**src/rtl/reset_seq_pkg.sv**
```systemverilog
// reset_seq_pkg: shared state encoding, default widths and delay_cfg slicing helper
package reset_seq_pkg;

  typedef enum logic [2:0] {
    WAIT_LOCK,
    DELAY,
    WAIT_ACK,
    DONE,
    FAULT
  } state_t;

  localparam int DEF_CNT_W = 26;

  function automatic int stage_lsb(input int s, input int w);
    return s * w;
  endfunction

endpackage

```
**src/rtl/rst_delay_cnt.sv**
```systemverilog
// rst_delay_cnt: saturating up-counter with synchronous clear and a cnt >= limit flag
module rst_delay_cnt
  import reset_seq_pkg::*;
#(
  parameter int W = DEF_CNT_W
) (
  input  logic         clk,
  input  logic         rst,
  input  logic         clr,
  input  logic         en,
  input  logic [W-1:0] limit,
  output logic         hit
);

  logic [W-1:0] cnt;

  // count while enabled, hold at all-ones, clear whenever the owning phase is inactive
  always_ff @(posedge clk) begin
    if (rst || clr) cnt <= '0;
    else if (en && cnt != '1) cnt <= cnt + W'(1);
  end

  assign hit = cnt >= limit;

endmodule

```
**src/rtl/reset_sequencer.sv**
```systemverilog
// reset_sequencer: releases N domain resets in order after PLL lock, with per-stage delay and ack timeout
module reset_sequencer
  import reset_seq_pkg::*;
#(
  parameter int N_STAGE = 4,
  parameter int CNT_W   = DEF_CNT_W,
  parameter int TIMEOUT = 1000000
) (
  input  logic                     clk,
  input  logic                     rst,
  input  logic                     locked,
  input  logic [N_STAGE*CNT_W-1:0] delay_cfg,
  input  logic [N_STAGE-1:0]       ack,
  input  logic                     soft_req,
  output logic [N_STAGE-1:0]       rst_n_out,
  output logic                     busy,
  output logic                     done,
  output logic                     fault,
  output logic [2:0]               fault_stage
);

  localparam int SW = N_STAGE > 1 ? $clog2(N_STAGE) : 1;
  localparam logic [SW-1:0] LAST = SW'(N_STAGE - 1);
  localparam logic [CNT_W-1:0] TMO_LIM = CNT_W'(TIMEOUT - 1);

  state_t          state;
  logic [SW-1:0]   stage;
  logic [CNT_W-1:0] dly_lim;
  logic            dly_hit;
  logic            tmo_hit;
  logic            restart;

  assign dly_lim = delay_cfg[stage_lsb(int'(stage), CNT_W) +: CNT_W];

  // lock loss while sequencing/done, or a soft request once finished, drops every domain together
  assign restart = (!locked && (state == DELAY || state == WAIT_ACK || state == DONE)) ||
                   (soft_req && (state == DONE || state == FAULT));

  rst_delay_cnt #(.W(CNT_W)) u_dly (
    .clk  (clk),
    .rst  (rst),
    .clr  (state != DELAY),
    .en   (state == DELAY),
    .limit(dly_lim),
    .hit  (dly_hit)
  );

  rst_delay_cnt #(.W(CNT_W)) u_tmo (
    .clk  (clk),
    .rst  (rst),
    .clr  (state != WAIT_ACK),
    .en   (state == WAIT_ACK),
    .limit(TMO_LIM),
    .hit  (tmo_hit)
  );

  // sequencing FSM with registered outputs; ack beats timeout, restart beats both
  always_ff @(posedge clk) begin
    if (rst) begin
      state       <= WAIT_LOCK;
      stage       <= '0;
      rst_n_out   <= '0;
      busy        <= 1'b0;
      done        <= 1'b0;
      fault       <= 1'b0;
      fault_stage <= '0;
    end else if (restart) begin
      state     <= WAIT_LOCK;
      rst_n_out <= '0;
      busy      <= 1'b1;
      done      <= 1'b0;
      fault     <= 1'b0;
    end else begin
      case (state)
        WAIT_LOCK: begin
          busy      <= 1'b1;
          rst_n_out <= '0;
          if (locked) begin
            state <= DELAY;
            stage <= '0;
          end
        end
        DELAY: begin
          if (dly_hit) begin
            rst_n_out[stage] <= 1'b1;
            state            <= WAIT_ACK;
          end
        end
        WAIT_ACK: begin
          if (ack[stage]) begin
            if (stage == LAST) begin
              state <= DONE;
              done  <= 1'b1;
              busy  <= 1'b0;
            end else begin
              stage <= stage + SW'(1);
              state <= DELAY;
            end
          end else if (tmo_hit) begin
            state       <= FAULT;
            fault       <= 1'b1;
            fault_stage <= 3'(stage);
            rst_n_out   <= '0;
            busy        <= 1'b0;
          end
        end
        DONE:    state <= DONE;
        FAULT:   state <= FAULT;
        default: state <= WAIT_LOCK;
      endcase
    end
  end

endmodule

```
**config.mk**
```make
export PLATFORM = sky130hd
export DESIGN_NAME = reset_sequencer
export DESIGN_NICKNAME = d
export VERILOG_FILES = /design/src/rtl/reset_seq_pkg.sv /design/src/rtl/rst_delay_cnt.sv /design/src/rtl/reset_sequencer.sv
export SDC_FILE = /design/constraint.sdc
export NUM_CORES = 1
export LEC_CHECK = 0
export CORE_ASPECT_RATIO = 1.25
export CORE_MARGIN = 2
export CORE_UTILIZATION = 30
export CTS_BUF_LIST = sky130_fd_sc_hd__clkbuf_4 sky130_fd_sc_hd__clkbuf_8
export DETAILED_ROUTE_END_ITERATION = 7
export GPL_ROUTABILITY_DRIVEN = 0
export SLEW_MARGIN = 20
export SYNTH_ARGS = -nofsm -noshare
export SYNTH_HDL_FRONTEND = slang
export SYNTH_SLANG_ARGS = --single-unit
```
**constraint.sdc**
```tcl
create_clock -name clk -period 2.8 [get_ports clk]
set_input_delay 0.56 -clock clk [delete_from_list [all_inputs] [get_ports clk]]
set_output_delay 0.56 -clock clk [all_outputs]
set_load 0.01 [all_outputs]
```
== Word level (Yosys, flattened, before mapping) ==
Cells that the tools add are included.

* Memories: 0
* Latch bits: 0
* Input bits: 112
* Logic and storage cells: 86
* Output and inout bits: 10
* Bits in registers: 66
* Memory bits (writable): 0
* Bits in read-only memories: 0

* Multiplexer cells: 23
* Bitwise logic cells: 3
* Multipliers: 1
* $add $sub $neg: 3
* Eq/ne operators: 18
* Shift-type cells: 1
* Magnitude comparators: 4
* Divide/modulo/power cells: 0
* Reduce and logical (&&, ||, !) cells: 24

{| class="wikitable"
|+ Operators with widths
! kind !! count
|-
| $shiftx 104x8->26 || 1
|-
| $add 26x1->26 const B || 2
|-
| $ne 26x26->1 const B || 2
|-
| $ge 26x20->1 const B || 1
|-
| $ge 26x26->1 || 1
|-
| $pmux 3 s5 || 1
|-
| $mux 3 || 4
|-
| $mux 4 || 3
|-
| $ne 2x2->1 const B || 6
|-
| $pmux 4 s3 || 1
|-
| $reduce_and 3->1 || 4
|-
| $mux 2 || 4
|-
| $ne 4x4->1 const B || 2
|-
| $reduce_and 4->1 || 2
|-
| $eq 3x2->1 const B || 2
|-
| $logic_or 1x1->1 || 6
|-
| $mul 2x4->6 const B || 1
|-
| $mux 1 || 6
|-
| $reduce_bool 3->1 || 2
|-
| $logic_and 1x1->1 || 5
|-
| $reduce_and 5->1 || 1
|-
| $or 4x4->4 || 1
|-
| $pmux 2 s2 || 1
|-
| $eq 3x1->1 const B || 1
|-
| other kinds (16) || 17
|}

== Depth between registers and ports, before layout ==
Gate-level depths: netlist of the first run.

* Depth in word-level cells: 7
* Mapped depth: 11
* Gate-level depth less buffers: 9

== Cells and area by module ==
A second synthesis of the first run with hierarchy kept.

* Cell total of the unflattened synthesis: 616
* Area total of the unflattened synthesis: 5291.3 um^2

{| class="wikitable"
|+ By module, submodules not included
! module !! seq. area each (um^2) !! instances !! area an instance (um^2) !! cells each
|-
| rst_delay_cnt at u_dly || 520.5 || 1 || 1965.6 || 248
|-
| rst_delay_cnt at u_tmo || 520.5 || 1 || 1928.1 || 245
|-
| reset_sequencer || 280.3 || 1 || 1397.6 || 123
|}

== Worst setup path before layout of the first run ==
Ideal clock, no wire load.

* Path type: register to register
* From: register stage[0]
* To: register state[1]
* Setup time: 130 ps
* Required time: 2670 ps
* Arrival time: 2847 ps
* Cell stages (with the launch flop): 11
* Slack: -177 ps
* Cells stage by stage: dfxtp_1 -> buf_2 -> buf_2 -> mux4_2 -> ha_1 -> nand2b_1 -> a21o_1 -> a221oi_1 -> o21ai_0 -> a21oi_1 -> o22ai_1

* Cells in the longest elaborated chain, start to end: 5
* Elaborated cells between the ends (all ways): 12
* Those cells by class: mul: 1; order compare: 1; eq/ne: 3; shift: 1; mux: 5; reduce/logical: 1

{| class="wikitable"
|+ Ends and longest elaborated chain
! element !! RTL line !! source
|-
| start: declaration || reset_sequencer.sv:27 || <nowiki>logic [SW-1:0] stage;</nowiki>
|-
| start signal: assignment || reset_sequencer.sv:96 || <nowiki>stage <= stage + SW'(1);</nowiki>
|-
| $mul 2x4->6 || reset_seq_pkg.sv:15 || <nowiki>return s * w;</nowiki>
|-
| $shiftx 104x8->26 || reset_sequencer.sv:33 || <nowiki>assign dly_lim = delay_cfg[stage_lsb(int'(stage), CNT_W) +: CNT_W];</nowiki>
|-
| $ge 26x26->1 || rst_delay_cnt.sv:23 || <nowiki>assign hit = cnt >= limit;</nowiki>
|-
| $ne 2x2->1 (no line) || -- ||
|-
| $reduce_and 3->1 (no line) || -- ||
|-
| end signal: assignment || reset_sequencer.sv:60 || <nowiki>state <= WAIT_LOCK;</nowiki>
|-
| end signal: assignment || reset_sequencer.sv:68 || <nowiki>state <= WAIT_LOCK;</nowiki>
|-
| end signal: assignment || reset_sequencer.sv:79 || <nowiki>state <= DELAY;</nowiki>
|-
| end: declaration || reset_sequencer.sv:26 || <nowiki>state_t state;</nowiki>
|}

Parallel ways exist; a longest one is shown, timed or not. The select of a mux whose other input is x is not followed.
A chain may end at the register's enable or synchronous reset.

== Worst setup path after layout of the first run ==
* From: input delay_cfg[55]
* To: register state[0]

* Cells in the longest elaborated chain, start to end: 4

{| class="wikitable"
|+ Ends and longest elaborated chain
! element !! RTL line !! source
|-
| start: declaration || reset_sequencer.sv:12 || <nowiki>input logic [N_STAGE*CNT_W-1:0] delay_cfg,</nowiki>
|-
| $shiftx 104x8->26 || reset_sequencer.sv:33 ||
|-
| $ge 26x26->1 || rst_delay_cnt.sv:23 ||
|-
| $ne 2x2->1 (no line) || -- ||
|-
| $reduce_and 3->1 (no line) || -- ||
|}

Every way passes these cells.

==> Flow_metrics.wiki, run 1 <==
{| class="wikitable"
! Metric !! Value
|-
| Cells traversed along the worst timing path || clkdlybuf4s50_1, mux4_2, inv_1, ha_1, a21o_1, a21o_1, a221oi_2, o21ai_2, a21o_1, a221oi_1
|-
| Seq/Total Area, Yosys || 0.288
|-
| Sequential power share || 0.378
|-
| Count of standard-cell rows || 50
|-
| Number of sinks driven by the clock tree || 66
|-
| Synthesized-area fraction occupied by xor and xnor cells || 0.0763
|-
| Detailed Place HPWL || 10,200 microns
|-
| Initial standard-cell utilization of the core || 0.307
|-
| Final Max Tran Viols || 0
|-
| Synthesized netlist cell count || roughly 510
|-
| Clock insertion delay at the later pin of the skew report || roughly 0.35 ns
|-
| Initial DRC count || 162
|-
| Hold Slack || approximately 0.47 ns
|-
| Critical path's largest stage delay || approximately 0.47 ns
|-
| Share of final-layout standard cells stronger than drive strength 1 || 0.140
|-
| Primary FF master, synth || sky130_fd_sc_hd__dfxtp_1
|-
| DRC violations left || 0
|-
| Number of endpoints failing setup at the final stage || 0
|-
| Most used cells in the layout excluding fill and tap cells || 120 x sky130_fd_sc_hd__clkdlybuf4s50_1, 65 x sky130_fd_sc_hd__dfxtp_1, 58 x sky130_fd_sc_hd__nor2_1, 38 x sky130_fd_sc_hd__nand2_1, 37 x sky130_fd_sc_hd__inv_1
|-
| Async set or reset register ratio after synthesis || 0
|-
| Chip height || 142 microns
|-
| Tot GR Track Use || 0.156
|-
| Maximum level of the CTS H-tree || 3
|-
| Area fraction in compound gates after synthesis || 0.110
|-
| Clock Path Buffers || 2
|-
| Actual slew at the worst max-slew pin || 0.577 ns
|-
| Power density cells || 411 mW/mm^2
|-
| Area of combinational cells with multiple inputs || between 0.003 and 0.004 sq mm
|-
| Total Wirelength || 12,800 microns
|-
| Post-synthesis simple-gate area fraction || 0.249
|-
| Worst endpoint data arrival time || 2.89 ns
|-
| Antenna diode count || 0
|-
| Relative max-transition margin || 0.615
|-
| Share of the core filled with cells || 0.430
|-
| Hold Path Class || reg2reg
|-
| Warnings, synthesis || 0
|-
| First-pass GRT wire length || 20,500 microns
|-
| Post-DR vias/cell || just over 5
|-
| Unrepaired setup endpoints after global routing || false
|-
| Core Area || 0.0150 sq mm
|-
| Number of global-route vias before repair || 4,255
|-
| Number of buffers created by CTS || 9
|-
| Static leakage power || roughly 2.3 nW
|-
| Kind of capture point of the worst setup path || flop
|-
| Internal Pwr Total || 2.01 mW
|-
| Critical path startpoint category || input pin
|-
| Critical Path Most Common Cell || sky130_fd_sc_hd__a21o_1
|-
| Highest Clock Rate || 380 MHz
|-
| Switching component of the power || 0.635 mW
|-
| Period minus WS final || 2.63 ns
|-
| Post-synthesis instance area || 0.00459 sq mm
|-
| Count of nets after finishing || 791
|-
| Average wire per cell in the routed design || 15.4 microns
|-
| Final Hold Vio Count || 0
|-
| TritonCTS clock tree || yes
|-
| Largest family of logic cells by synthesized area || simple AND/OR/NAND/NOR gates
|-
| Initial antenna violation count || 0
|-
| Total number of vias || 4,257
|-
| Switching fraction of total power || 0.240
|-
| Post-Synthesis Net Count || 658
|-
| Count of buffers inserted at the top-level ports || 120
|-
| Die width || 115 microns
|-
| Area growth syn-to-layout || 39.9%
|-
| Worst vdd rail ir drop || 0.227 mV
|-
| Number of standard cells in the final layout excluding fillers || 834
|-
| Total placed cells including tap cells || 816
|-
| Pre-CTS setup slack || -0.350 ns
|-
| Period Utilization, post-route || 0.940
|-
| Adder and majority gate portion of the synthesized area || 0.0872
|-
| Largest net degree at the start of global routing || 27
|-
| Number of nets with antenna violations after detailed routing || 0
|-
| TritonRoute pass-1 iters || 4
|-
| Critical path data required time || 3.05 ns
|-
| Worst-case setup margin in the final layout || 0.169 ns
|-
| Clock group share of total power || 0.427
|-
| Max-Cap Viols || 0
|-
| Number of unique standard cell types used by synthesis || 57
|-
| Most frequent standard cell in the layout excluding fill and tap cells || sky130_fd_sc_hd__clkdlybuf4s50_1
|-
| Kind of critical path || in2reg
|-
| Slowest CP cell || sky130_fd_sc_hd__mux4_2
|-
| Overflow left after global routing || 0
|-
| Number of fill cells || 1,479
|-
| Area of the die || 0.0163 sq mm
|-
| Worst clock skew || 0.0131 ns
|-
| Total I/O pin count || roughly 120
|-
| Clock Tree Root || sky130_fd_sc_hd__clkbuf_8
|-
| Clock-pin slew on the worst setup and hold paths || roughly 0.07 ns
|-
| Flip-flop and latch count after synthesis || 66
|-
| Outcome || finished clean
|-
| Maximum net fanout on the critical path || 2
|-
| Post-Synthesis Mean Instance Area || 8.93 sq um
|-
| Count of flip-flops with a built-in enable after synthesis || 0
|-
| FF/Latch Area || 0.00133 sq mm
|-
| Share of power burned in combinational logic || 0.195
|-
| Multiplexer area fraction after synthesis || 0.141
|}
-- final timing paths --
kind            startpoint            to  slack, ns  cells past startpoint
min           rst_n_out[3]  rst_n_out[3]       0.47                      2
max reg2reg       stage[0]      state[0]       0.24                     10
max          delay_cfg[55]      state[0]       0.17                     10
min reg2reg   rst_n_out[3]  rst_n_out[3]       0.47                      2
-- cell usage after synthesis, drive strengths merged (9+ instances only) --
cell / instances / area (sq um)
dfxtp: 66 / 1320
nor2: 60 / 230
nand2: 39 / 154
inv: 37 / 139
ha: 32 / 400
nand3: 28 / 145
mux4: 27 / 608
a21oi: 25 / 125
o21ai: 25 / 129
nand4: 20 / 125
xnor2: 20 / 175
xor2: 20 / 175
or3: 12 / 75.1
clkbuf: 11 / 41.3
and3: 10 / 65.1
and4: 10 / 91.3
nor3: 9 / 65.1
-- kinds of logic after synthesis --
family                     Yosys count
xor gates and xnor gates            40
muxes                               31
DFF                                 66
and+or+nand+nor                    213
adders and majority gates           32
buffers and inverters               55
other                                1
AOI/OAI and AO/OA                   76
-- critical path: cells and delay by family --
family	cells	cell delay [ns]
muxes	1	0.47
buffers and inverters	2	0.47
AOI/OAI and AO/OA	6	1.14
adders and majority gates	1	0.23
-- power groups by stage --
stage	logic (mW)	registers (mW)	clock network (mW)
after floorplan	0.276	0.997	0
after global placement	0.501	1.02	0
after detailed placement	0.510	1.02	0
final	0.514	1.00	1.13
after CTS	0.512	1.00	1.15
after global routing	0.565	1.01	1.19
-- repair_timing --
| action | in CTS | in global routing |
|---|---|---|
| buffers inserted | 0 | 2 |
| setup endpoints to repair | 5 | 6 |
| resized for setup | 1 | 4 |
| pin swaps | 0 | 2 |
| hold buffers | 0 | 0 |
-- cell type report --
type / count / area share
clock buffer: 12 / 0.0257
clock inverter: 4 / 0.0187
inverter: 37 / 0.0216
multi-input combinational: 393 / 0.477
sequential: 66 / 0.206
tap: 182 / 0.0355
timing repair buffer: 140 / 0.215
-- state kept, by name, indices dropped and copies added (netlist names) --
name,cells
u_dly.cnt,26
state,3
stage,2
u_tmo.cnt,26
done,1
busy,1
fault,1
fault_stage,2
rst_n_out,4
-- through the flow --
step           TNS [ns]  power [mW]  cell area, sq um
2_1_floorplan         0        1.27              4600
3_3_place_gp      -1.58        1.52              6090
3_5_place_dp      -1.82        1.53              6090
4_1_cts               0        2.67              6380
5_1_grt               0        2.76              6420
6_report              0        2.64              6420
-- metal layers --
layer,wire length [microns],vias up,track usage
met4,148,0,0.0462
met1,5300,2020,0.179
met3,672,11,0.0294
met2,6690,91,0.291
met5,0,-,0
li1,-,2135,-
(Power assumes the default switching activity.)
==> run 2, diff against run 1 <==
--- a/config.mk
+++ b/config.mk
@@ -5,6 +5,7 @@
 export SDC_FILE = /design/constraint.sdc
 export NUM_CORES = 1
 export LEC_CHECK = 0
+export ABC_AREA = 0
 export CORE_ASPECT_RATIO = 1.25
 export CORE_MARGIN = 2
 export CORE_UTILIZATION = 30
==> results of run 2 <==
The final DEF is identical to that of run 1; final timing and power are the same.
